===== src/rtl/fb_frame_aligner_pkg.sv =====
// -----------------------------------------------------------------------------
// fb_frame_aligner_pkg
// Shared definitions for the filterbank frame aligner:
//   align_state_t : alignment FSM state encoding (SEEK / FILL)
//   bit_reverse() : reverses the low 'logn' bits of a channel index
// -----------------------------------------------------------------------------
package fb_frame_aligner_pkg;

  typedef enum logic {
    SEEK = 1'b0,  // waiting for a channel-0 sample
    FILL = 1'b1   // collecting channels 1..N-1 of the current frame
  } align_state_t;

  // Widest channel index the bit-reverse helper supports.
  localparam int MAX_LOGN = 16;

  // Reverse the low 'logn' bits of 'value'; bits above logn come back zero.
  // Shifting avoids variable bit-selects so the loop unrolls cleanly.
  function automatic logic [MAX_LOGN-1:0] bit_reverse(input logic [MAX_LOGN-1:0] value,
                                                      input int                  logn);
    logic [MAX_LOGN-1:0] rev;
    logic [MAX_LOGN-1:0] src;
    rev = '0;
    src = value;
    for (int i = 0; i < MAX_LOGN; i++) begin
      if (i < logn) begin
        rev = {rev[MAX_LOGN-2:0], src[0]};
        src = src >> 1;
      end
    end
    return rev;
  endfunction

endpackage


===== src/rtl/fb_pingpong_ram.sv =====
// -----------------------------------------------------------------------------
// fb_pingpong_ram
// 2^AW x WDTH buffer holding both ping-pong banks (bank = MSB of the address).
//   clk, rst          : clock, async active-high reset (read register only)
//   wr_en/addr/data   : single write port
//   rd_en/addr        : read request; rd_data updates one cycle later and holds
//                       its value while rd_en is low
// -----------------------------------------------------------------------------
module fb_pingpong_ram #(
  parameter int AW   = 4,
  parameter int WDTH = 32
) (
  input  logic            clk,
  input  logic            rst,
  input  logic            wr_en,
  input  logic [AW-1:0]   wr_addr,
  input  logic [WDTH-1:0] wr_data,
  input  logic            rd_en,
  input  logic [AW-1:0]   rd_addr,
  output logic [WDTH-1:0] rd_data
);

  logic [WDTH-1:0] mem [0:(1<<AW)-1];

  // NOTE: the storage array is deliberately left out of reset; a reset on every
  // word would prevent RAM inference, and no word is read before it is written.
  always_ff @(posedge clk) begin
    if (wr_en) mem[wr_addr] <= wr_data;
  end

  // The output register is reset so out_data reads zero after reset.
  always_ff @(posedge clk or posedge rst) begin
    if (rst)        rd_data <= '0;
    else if (rd_en) rd_data <= mem[rd_addr];
  end

endmodule


===== src/rtl/fb_frame_aligner.sv =====
// -----------------------------------------------------------------------------
// fb_frame_aligner
// Aligns a filterbank sample stream to frame boundaries (in_first marks
// channel 0), buffers each complete N-channel frame in a ping-pong RAM and
// replays it as N gapless samples, in bit-reversed or natural channel order.
//   in_data/in_nd/in_m/in_first : input sample, valid, metadata, channel-0 flag
//   in_error                    : upstream error, folded into sticky 'error'
//   out_data/out_nd/out_first   : reordered sample, valid pulse, frame start
//   out_m                       : metadata of the frame's channel-0 sample
//   out_index                   : source channel of out_data
//   error                       : sticky alignment/overflow/upstream error
// -----------------------------------------------------------------------------
module fb_frame_aligner
  import fb_frame_aligner_pkg::*;
#(
  parameter int N      = 8,
  parameter int LOGN   = 3,
  parameter int WDTH   = 32,
  parameter int MWDTH  = 1,
  parameter int BITREV = 1
) (
  input  logic             clk,
  input  logic             rst,
  input  logic [WDTH-1:0]  in_data,
  input  logic             in_nd,
  input  logic [MWDTH-1:0] in_m,
  input  logic             in_first,
  input  logic             in_error,
  output logic [WDTH-1:0]  out_data,
  output logic             out_nd,
  output logic [MWDTH-1:0] out_m,
  output logic             out_first,
  output logic [LOGN-1:0]  out_index,
  output logic             error
);

  localparam logic [LOGN-1:0] LAST_SLOT = LOGN'(N - 1);

  // Writer side
  align_state_t     state_q, state_d;
  logic [LOGN-1:0]  count_q, count_d;
  logic             wr_bank_q;
  logic [LOGN-1:0]  wr_slot;
  logic             wants_write, wr_en, overflow, proto_err, frame_done;
  logic [MWDTH-1:0] meta_q [2];

  // Bank status and reader side
  logic [1:0]       full_q, full_d;
  logic             rd_bank_q;
  logic [LOGN-1:0]  rd_k_q;
  logic [LOGN-1:0]  rd_slot;
  logic             rd_go, rd_last;

  // ---------------------------------------------------------------------------
  // FSM output decode: which slot this sample targets and which error fires.
  // ---------------------------------------------------------------------------
  // NOTE: every combinational output gets a default before the case so that
  // no path leaves it unassigned, which would otherwise infer a latch.
  always_comb begin
    wants_write = 1'b0;
    wr_slot     = '0;
    proto_err   = 1'b0;
    if (in_nd) begin
      unique case (state_q)
        SEEK: wants_write = in_first;
        FILL: begin
          if (in_first) begin
            // Early channel 0: abandon the partial frame and restart it.
            wants_write = 1'b1;
            proto_err   = (count_q != '0);
          end else if (count_q == '0) begin
            // Frame boundary without channel 0: lost alignment.
            proto_err   = 1'b1;
          end else begin
            wants_write = 1'b1;
            wr_slot     = count_q;
          end
        end
        default: ;
      endcase
    end
    // The write bank may still hold a frame the reader has not drained.
    overflow   = wants_write && full_q[wr_bank_q];
    wr_en      = wants_write && !overflow;
    frame_done = wr_en && (wr_slot == LAST_SLOT);
  end

  // ---------------------------------------------------------------------------
  // FSM next-state logic
  // ---------------------------------------------------------------------------
  always_comb begin
    state_d = state_q;
    count_d = count_q;
    if (overflow || (proto_err && !wr_en)) begin
      state_d = SEEK;
      count_d = '0;
    end else if (wr_en) begin
      state_d = FILL;
      count_d = wr_slot + LOGN'(1);  // wraps to 0 after slot N-1
    end
  end

  // ---------------------------------------------------------------------------
  // Reader: drains the bank it points at whenever that bank is full.
  // ---------------------------------------------------------------------------
  assign rd_go   = full_q[rd_bank_q];
  assign rd_last = rd_go && (rd_k_q == LAST_SLOT);
  assign rd_slot = (BITREV != 0) ? LOGN'(bit_reverse(MAX_LOGN'(rd_k_q), LOGN)) : rd_k_q;

  // Writer and reader never touch the same bank's flag in one cycle: the
  // writer only completes an empty bank, the reader only clears a full one.
  always_comb begin
    full_d = full_q;
    if (rd_last)    full_d[rd_bank_q] = 1'b0;
    if (frame_done) full_d[wr_bank_q] = 1'b1;
  end

  // ---------------------------------------------------------------------------
  // State register, bank pointers and output registers
  // ---------------------------------------------------------------------------
  // NOTE: clocked state uses non-blocking assignments so every register samples
  // the pre-edge values; combinational blocks above use blocking assignments.
  always_ff @(posedge clk or posedge rst) begin
    if (rst) begin
      state_q   <= SEEK;
      count_q   <= '0;
      wr_bank_q <= 1'b0;
      full_q    <= '0;
      rd_bank_q <= 1'b0;
      rd_k_q    <= '0;
      out_nd    <= 1'b0;
      out_first <= 1'b0;
      out_index <= '0;
      out_m     <= '0;
      error     <= 1'b0;
    end else begin
      state_q   <= state_d;
      count_q   <= count_d;
      full_q    <= full_d;
      if (frame_done) wr_bank_q <= ~wr_bank_q;
      if (rd_go) begin
        rd_k_q    <= rd_k_q + LOGN'(1);
        out_index <= rd_slot;
        out_m     <= meta_q[rd_bank_q];
      end
      if (rd_last) rd_bank_q <= ~rd_bank_q;
      // out_nd/out_first line up with the registered RAM read data.
      out_nd    <= rd_go;
      out_first <= rd_go && (rd_k_q == '0);
      error     <= error | proto_err | overflow | in_error;
    end
  end

  // Per-bank metadata captured with channel 0.
  always_ff @(posedge clk) begin
    if (wr_en && (wr_slot == '0)) meta_q[wr_bank_q] <= in_m;
  end

  fb_pingpong_ram #(
    .AW   (LOGN + 1),
    .WDTH (WDTH)
  ) u_ram (
    .clk     (clk),
    .rst     (rst),
    .wr_en   (wr_en),
    .wr_addr ({wr_bank_q, wr_slot}),
    .wr_data (in_data),
    .rd_en   (rd_go),
    .rd_addr ({rd_bank_q, rd_slot}),
    .rd_data (out_data)
  );

endmodule


===== config.mk =====
export PLATFORM = sky130hd
export DESIGN_NAME = fb_frame_aligner
export DESIGN_NICKNAME = d
export VERILOG_FILES = /design/src/rtl/fb_frame_aligner_pkg.sv /design/src/rtl/fb_pingpong_ram.sv /design/src/rtl/fb_frame_aligner.sv
export SDC_FILE = /design/constraint.sdc
export NUM_CORES = 1
export LEC_CHECK = 0
export ABC_AREA = 1
export ABC_CLOCK_PERIOD_IN_PS = 5300
export BUFFER_PORTS_ARGS = -buffer_cell sky130_fd_sc_hd__buf_2
export CORE_MARGIN = 2
export CORE_UTILIZATION = 35
export DETAILED_ROUTE_END_ITERATION = 16
export GPL_TIMING_DRIVEN = 0
export PLACE_DENSITY_LB_ADDON = 0.25
export RECOVER_POWER = 25
export SYNTH_ARGS = -nofsm -noshare
export SYNTH_HDL_FRONTEND = slang
export SYNTH_SLANG_ARGS = --single-unit

===== constraint.sdc =====
create_clock -name clk -period 5.3 [get_ports clk]
set_input_delay 0.265 -clock clk [delete_from_list [all_inputs] [get_ports clk]]
set_output_delay 0.265 -clock clk [all_outputs]
set_load 0.02 [all_outputs]

# After elaboration in Yosys (flattened, before gate mapping)
# Memory sizes are Yosys's and may differ from the RTL's. A register that Yosys moved wholly into a read port is not among the register bits.
# Cells that the tools add are included.
# op_classes
add_sub_neg,2
mul,0
div,0
magnitude_cmp,4
n_eq_ne,2
shift,0
muxes,30
n_bitwise,9
reduce_logical,17
# ops
cell,n
1-bit 2-to-1 mux,19
3-bit 2-to-1 mux,6
1-bit logical AND,9
3-bit zero test,3
"3-bit by 1-bit adder with 3-bit output, second input constant",2
"3-bit == test, second input constant",2
"1-bit by 2-bit < comparator with 1-bit output, second input constant",2
2-bit 2-to-1 mux,2
1-bit NOT,3
1-bit OR,3
3-bit nonzero test,1
2-bit bitwise AND,1
1-bit demux with 1-bit select,2
"1-bit >= comparator, second input constant",2
1-bit zero test,2
2-bit NOT,1
2-bit OR,1
1-bit case mux with 2 select lines,1
2-bit nonzero test,1
1-bit logical OR,1
# totals
ff_bits,17
latchBits,0
ramBits,514
romBits,0
in_bits,38
out_inout_bits,39
word_cells,76
n_memories,2
# mem_list
name,depth,width,rd,rd_ports_with_merged_regs,wr,line,source
u_ram.mem,16,32,1,1,1,fb_pingpong_ram.sv:23,logic [WDTH-1:0] mem [0:(1<<AW)-1];
meta_q,2,1,1,1,1,fb_frame_aligner.sv:45,logic [MWDTH-1:0] meta_q [2];

# Depth between registers and ports, before layout
# Gate-level depths: netlist (run 1).
# logic_depth
depth_word,12
depth_mapped,12
ltp_nobuf,9

# Modules after synthesis
# A second synthesis (run 1) with hierarchy kept.
# unflattened
cells_unflattened,1950
hier_area_um2,22765.6
# modules_own_cells
mod,instances,cells_per_inst,area_each_um2,seq_area_each_um2
fb_pingpong_ram,1,1841,21770.9,16175.5
fb_frame_aligner,1,109,994.7,510.5

# Worst setup path before layout (run 1)
# OpenSTA, ideal clock, no wires.
# synth_path
path_type,reg-to-reg
startpoint,register count_q[0]
endpoint,"memory u_ram.mem[0][0], enable pin"
setup_ns,0.421
arrival_ns,2.433
required_ns,4.879
setup_slack_ns,2.446
path_stages_with_launch,8
n_path_buf,0
synth_period_minus_slack_ns,2.854
cell_sequence,dfrtp_1 nor3_1 ha_1 nand2_1 nand2_1 nor2_4 nand3_1 nor2_1
# synth_between
elab_chain_len,10
elab_cells_between_ends,14
cone_classes,mux (10); reduce/logical (4)
# synth_rtl
element,line,source
from (decl),fb_frame_aligner.sv:41,"logic [LOGN-1:0] count_q, count_d;"
from (signal assigned),fb_frame_aligner.sv:138,count_q <= count_d;
3-bit zero test,fb_frame_aligner.sv:71,end else if (count_q == '0) begin
1-bit 2-to-1 mux,fb_frame_aligner.sv:71,
1-bit 2-to-1 mux,fb_frame_aligner.sv:67,if (in_first) begin
1-bit case mux with 2 select lines,fb_frame_aligner.sv:64,unique case (state_q)
1-bit 2-to-1 mux,fb_frame_aligner.sv:63,if (in_nd) begin
1-bit logical AND,fb_frame_aligner.sv:83,overflow = wants_write && full_q[wr_bank_q];
1-bit zero test,fb_frame_aligner.sv:84,wr_en = wants_write && !overflow;
1-bit logical AND,fb_frame_aligner.sv:84,
1-bit 2-to-1 mux,fb_pingpong_ram.sv:28,if (wr_en) mem[wr_addr] <= wr_data;
1-bit 2-to-1 mux (not written as such),fb_pingpong_ram.sv:28,
to (decl),fb_pingpong_ram.sv:23,
# Parallel ways exist; a longest one is shown, timed or not.

# Worst setup path after layout (run 1)
# layout_path
startpoint,register count_q[2]
endpoint,"memory u_ram.mem[0][18], enable pin"
# The elaborated chain is that of the path after synthesis.

==> qor.yml, run 1 <==
status: "finished, final reports clean"
insertedDiodeCount: 0
cap_violations: 0
gp_congestion: 0.8036
fillers: 6475
fin_hold_ws_ns: 0.03477
hpwl_um: 45820
cts_root_buffer: "clkbuf_16"
fin_area_sq_um: 28060
clkTransAtPathRegs_ns: 0.06
seq_area_sq_um: 16690
multi_input_area_sq_um: 5366
grt_pass1_vias: 15908
ys_types: 25
grt_max_degree: 27
rsz0062_at_grt: "false"
cts_tree: "done"
cp_data_arrival_time_ns: 2.98
cts_setup_buffers: 0
use_met1: 0.2432
num_vias: 16067
die_w_um: 266.9
io_buffers: 76
grt_pass1_wl_um: 99220
maxSlewHeadroom: 0.3521
use_met2: 0.3304
syn2layout_area_growth_pct: 16.03
cts_sinks: 564
use_met3: 0.03192
fin_crit_sh: 0.5020
hold_violations: 0
clock_latency_ns: 0.63
critPathLaunchType: "register"
dieHeight_um: 266.9
seq_area_frac_synth: 0.6898
grt_usage: 0.1898
finalMaxSlewViolations: 0
p_leak_nw: 11.99
setup_tns_ns: 0
cts_htree_levels: 2
fin_skew_ns: 0.02388
syn_area_per_cell_sq_um: 10.43
grt_remaining_overflow: 0
cts_buffer_depth: 3
synth-seq-cells: 564
placed_cell_area_sq_um: 26200
setup_violations: 0
vias_per_cell: 4.710
routedWlPerCell_um: 19.69
worstPathMaxFanout: 18
synth_cells: 2320
hold_path_class: "in -> reg"
max-vdd-ir-drop_uv: 225.8
top_usage_layer: "met2"
wl_um: 67170
syn-cell-area_sq_um: 24190
min_period_ns: 2.661
drive_gt1_frac: 0.1076
syn_nets: 2365
coreArea_sq_um: 68470
fmax_mhz: 375.8
crit_path_end_kind: "register"
die-area_sq_um: 71230
std_cell_rows: 96
worstMarginPinSlew_ns: 0.9719
yosysWarnings: 0
cp.required_ns: 5.62
drtAntennaViolNets: 0
ios: 77
drt_iter0_drc: 1467
drc: 0
start_util: 0.3533
cts_made_buffers: 57
p_per_area_nw_per_um2: 327.6
total_power_mw: 9.193
drtPass1Iterations: 6
crit_type: "reg -> reg"
antenna_found_initial: 1
nets: 2525
cell families after synthesis:
| kind of cell | Yosys count | synth area share |
|---|---|---|
| adder cells (fa/ha/maj) | 7 | 0.003621 |
| XOR/XNOR | 3 | 0.001086 |
| flip-flops | 564 | 0.6898 |
| AO/OA/AOI/OAI | 15 | 0.003414 |
| AND/OR/NAND/NOR | 1212 | 0.2090 |
| buffers and inverters | 519 | 0.09301 |
through the flow:
| stage | std cells | util | setup WS [ns] |
|---|---|---|---|
| 2_1_floorplan | 2320 | - | 2.446 |
| 3_3_place_gp | 3278 | 0.3750 | 0.5586 |
| 3_5_place_dp | 3295 | 0.3827 | 2.582 |
| 4_1_cts | 3411 | 0.4103 | 2.587 |
| 5_1_grt | 3411 | 0.4099 | 2.416 |
| 6_report | 3411 | 0.4099 | 2.639 |
report_power, final:
group          leakage (nW)  total [mW]  switching, mW  internal [mW]
sequential             5.23        4.97         0.0211           4.94
clock                 0.897        3.93           1.71           2.21
combinational          5.87       0.301          0.214         0.0866
cells in the final DEF (no fill, tap or decap), types with 8 or more instances in the layout:
cell type and count:
nand2_1 791, edfxtp_1 514, inv_1 400, nand3_1 388, buf_2 113, clkbuf_16 57, clkbuf_1 53, dfrtp_1 50
buf_6 26, nor2_4 17, clkinv_2 16, nor2_1 13, o21ai_0 11, buf_16 10, buf_1 8, dlygate4sd3_1 8
final timing paths:
| kind | start | endpoint | slack (ns) | depth (start not counted) |
|---|---|---|---|---|
| max | count_q[2]$_DFFE_PP0P_ | u_ram.mem[0][18]$_DFFE_PP_ | 2.64 | 8 |
| min | in_nd | error$_DFF_PP0_ | 0.03 | 5 |
| max reg2reg | count_q[2]$_DFFE_PP0P_ | u_ram.mem[0][18]$_DFFE_PP_ | 2.64 | 8 |
| min reg2reg | u_ram.rd_data[7]$_DFFE_PP0P_ | u_ram.rd_data[7]$_DFFE_PP0P_ | 0.47 | 2 |
| max in group asynchronous | rst | u_ram.rd_data[19]$_DFFE_PP0P_ | 4.36 | 4 |
| min in group asynchronous | rst | u_ram.rd_data[7]$_DFFE_PP0P_ | 0.30 | 3 |
repair_timing:
| item | in CTS | in global routing |
|---|---|---|
| hold endpoints to repair | 97 | 0 |
| hold buffers | 8 | 0 |
| gates resized for setup | 0 | 0 |
worst max-delay path: stages (launching register included):
cell and delay [ns]:
dfrtp_1 0.36, nor3_1 0.06, ha_1 0.17, nand2_1 0.08, nand2_1 0.11, nor2_4 0.19
nand3_1 0.41, nor2_4 0.68, buf_12 0.26
synthesized netlist by cell type, drive strengths merged:
| cell | n | area [sq um] |
|---|---|---|
| nand3 | 388 | 1942 |
| and3 | 1 | 6.260 |
| buf | 99 | 670.6 |
| nor2 | 30 | 127.6 |
| ha | 7 | 87.58 |
| dfrtp | 50 | 1251 |
| or2 | 1 | 6.260 |
| nand2 | 791 | 2969 |
| o21ai | 12 | 63.81 |
| clkbuf | 15 | 56.30 |
| edfxtp | 514 | 15430 |
| clkinv | 1 | 3.750 |
| xor2 | 3 | 26.28 |
| a31oi | 1 | 6.260 |
| o22ai | 2 | 12.51 |
| inv | 404 | 1519 |
| nor3 | 1 | 5.000 |
registers in the layout, indices dropped and copies added (netlist names):
name           cells
wr_bank_q          1
error              1
u_ram.rd_data     32
state_q            1
full_q             2
out_nd             1
u_ram.mem        512
count_q            3
out_first          1
out_m              1
rd_bank_q          1
out_index          3
meta_q             2
rd_k_q             3
final cells by class:
class | count | area share
Multi-Input combinational cell | 1237 | 0.1912
Inverter | 405 | 0.05426
Timing Repair Buffer | 101 | 0.03023
Buffer | 114 | 0.02590
Sequential cell | 564 | 0.5946
Tap cell | 882 | 0.03932
Clock inverter | 29 | 0.008605
Clock buffer | 79 | 0.05591
per-layer routing:
| metal | wire [um] | part of all wire | up-vias |
|---|---|---|---|
| met2 | 33010 | 0.49 | 482 |
| met5 | 11 | 0.00016 | - |
| li1 | - | - | 7773 |
| met1 | 28340 | 0.42 | 7707 |
| met3 | 4148 | 0.062 | 103 |
| met4 | 1664 | 0.025 | 2 |
Note: power is estimated with default switching activity, not from simulation.
==> run 2, diff against run 1 <==
--- a/config.mk
+++ b/config.mk
@@ -6,7 +6,7 @@
 export NUM_CORES = 1
 export LEC_CHECK = 0
 export ABC_AREA = 1
-export ABC_CLOCK_PERIOD_IN_PS = 5300
+export ABC_CLOCK_PERIOD_IN_PS = 2550
 export BUFFER_PORTS_ARGS = -buffer_cell sky130_fd_sc_hd__buf_2
 export CORE_MARGIN = 2
 export CORE_UTILIZATION = 35
==> constraint.sdc (replaced) <==
create_clock -name clk -period 2.55 [get_ports clk]
set_input_delay 0.1275 -clock clk [delete_from_list [all_inputs] [get_ports clk]]
set_output_delay 0.1275 -clock clk [all_outputs]
set_load 0.02 [all_outputs]
==> run 2 against run 1 <==
- highest routed layer is now met4
- clock power up 120%
- cell count rose by 1.5%
- clock skew up 0.0043 ns
- sequential share of layout area is 1.4 points lower
==> qor.yml, run 2 (synthesized netlist as in run 1, its figures left out) <==
status: "finished, final reports clean"
drtAntennaViolNets: 0
cts_made_buffers: 59
wl_um: 67340
ff2ff_setup_slack_ns: 0.20
syn2layout_area_growth_pct: 18.84
grt_usage: 0.1901
cp.required_ns: 3.07
clock_latency_ns: 0.63
dieHeight_um: 266.9
post-place-ws_ns: -0.1493
cpMostUsedCell: "nand2_1"
fmax_mhz: 425.7
clkTransAtPathRegs_ns: 0.06
cts_buffer_depth: 3
hold_violations: 0
finalMaxSlewViolations: 0
gp_congestion: 0.8064
start_util: 0.3533
ios: 77
routedWlPerCell_um: 19.46
max-vdd-ir-drop_uv: 596.2
vias_per_cell: 4.719
drc: 0
critPathLaunchType: "register"
mostFrequentLayoutCell: "nand2_1"
fin_ws_ns: 0.2007
cts_sinks: 564
die_w_um: 266.9
die-area_sq_um: 71230
hold_path_class: "in -> async"
drt_iter0_drc: 1538
p_leak_nw: 12.27
antenna_found_initial: 0
rsz0062_at_grt: "false"
cts_root_buffer: "clkbuf_16"
min_period_ns: 2.349
worstSetupStartpoint: "rd_k_q[0]$_DFFE_PP0P_"
crit_type: "reg -> reg"
cp_data_arrival_time_ns: 2.87
reg2reg_depth: 8
crit_chain: "inv_1 > buf_2 > buf_1 > nand3_1 > nand3_1 > nand2_1 > nand2_1 > nand2_1"
crit_path_end_kind: "register"
cts.repair.resized: 0
nets: 2573
worstMarginPinSlew_ns: 0.9530
drive_gt1_frac: 0.1105
setup_violations: 0
crit_slowest_cell: "buf_1"
cpPeakStageDelay_ns: 0.76
grt_remaining_overflow: 0
cts_tree: "done"
grt_pass1_vias: 16047
fin_crit_sh: 0.9213
top_register: "u_ram.mem"
cts_htree_levels: 2
insertedDiodeCount: 0
std_cell_rows: 96
fin_skew_ns: 0.02820
num_vias: 16334
hpwl_um: 45900
io_buffers: 76
fillers: 6494
r2r_start: "rd_k_q[0]$_DFFE_PP0P_"
total_power_mw: 19.57
seq_area_sq_um: 16690
final_cell_mix: "791 x nand2_1, 514 x edfxtp_1, 400 x inv_1"
largest_reg_flops: 512
grt_max_degree: 51
timing.rr.end: "u_ram.rd_data[0]$_DFFE_PP0P_"
worstPathMaxFanout: 10
top_regs: "u_ram.mem x512, u_ram.rd_data x32"
cap_violations: 0
maxSlewHeadroom: 0.3647
p_per_area_nw_per_um2: 680.8
drtPass1Iterations: 5
coreArea_sq_um: 68470
multi_input_area_sq_um: 5366
grt_pass1_wl_um: 100200
run 2: cell count changes in the layout (fill, tap and decap cells not counted), moves of 2 or more:
cell           delta
dlygate4sd3_1    +30
buf_12           +15
clkinv_2          -8
clkinv_1          +5
buf_4             +3
clkbuf_16         +3
buf_16            -2
bufinv_16         +2
clkbuf_1          +2
run 2: what timing repair did:
item / CTS / global route
endpoints found under the hold margin: 567 / 0
setup buffers: 5 / 12
endpoints found under the setup margin: 72 / 188
pin swaps: 3 / 9
hold buffers: 38 / 0
run 2: area by class of cell:
| class | instances | area share |
|---|---|---|
| inverter | 405 | 0.05306 |
| multi-input combinational | 1237 | 0.1867 |
| clock buffer | 85 | 0.05759 |
| clock inverter | 27 | 0.009184 |
| timing repair buffer | 147 | 0.04932 |
| buffer | 114 | 0.02529 |
| sequential | 564 | 0.5805 |
| tap | 882 | 0.03839 |
run 2: report_power, final:
part / internal (mW) / total (mW) / leakage [nW] / switching [mW]
sequential: 10.3 / 10.3 / 5.23 / 0.0424
combinational: 0.222 / 0.689 / 6.10 / 0.467
clock: 4.99 / 8.56 / 0.936 / 3.57
run 2: stage by stage:
stage	setup TNS [ns]	cells	instance area, sq um	hold slack (ns)	utilization
after global placement	-551.15	3278	25700	0.3300	0.3754
after CTS	0	3449	28540	0.2045	0.4169
after global routing	0	3461	28750	0.2490	0.4198
after detailed placement	-8.650	3294	26170	0.3310	0.3822
final	0	3461	28750	0.2198	0.4198
after floorplan	-38.94	2320	24220	0.2264	-
run 2: per-layer routing:
metal	wire (um)	up-vias	GRT usage
met5	0	-	0
met4	1577	0	0.05056
met3	3986	97	0.02722
met2	33410	492	0.3310
met1	28370	7869	0.2479
li1	-	7876	-
run 2: worst max-delay path: cells and delay by family, from the launching register on:
kind | cells | cell delay [ns]
and+or+nand+nor | 5 | 0.56
buffers and inverters | 3 | 1.23
DFF | 1 | 0.44
run 2: how the worst max path moves through the flow:
stage,cells past startpoint,slack (ns),endpoint
detailed placement,6,-0.15,u_ram.mem[8][17]$_DFFE_PP_
floorplan,7,-0.30,u_ram.mem[0][0]$_DFFE_PP_
CTS,6,0.0004,u_ram.mem[1][19]$_DFFE_PP_
global route,6,0.11,u_ram.mem[4][13]$_DFFE_PP_
finish,8,0.20,u_ram.rd_data[0]$_DFFE_PP0P_
global placement,5,-2.07,u_ram.mem[4][13]$_DFFE_PP_
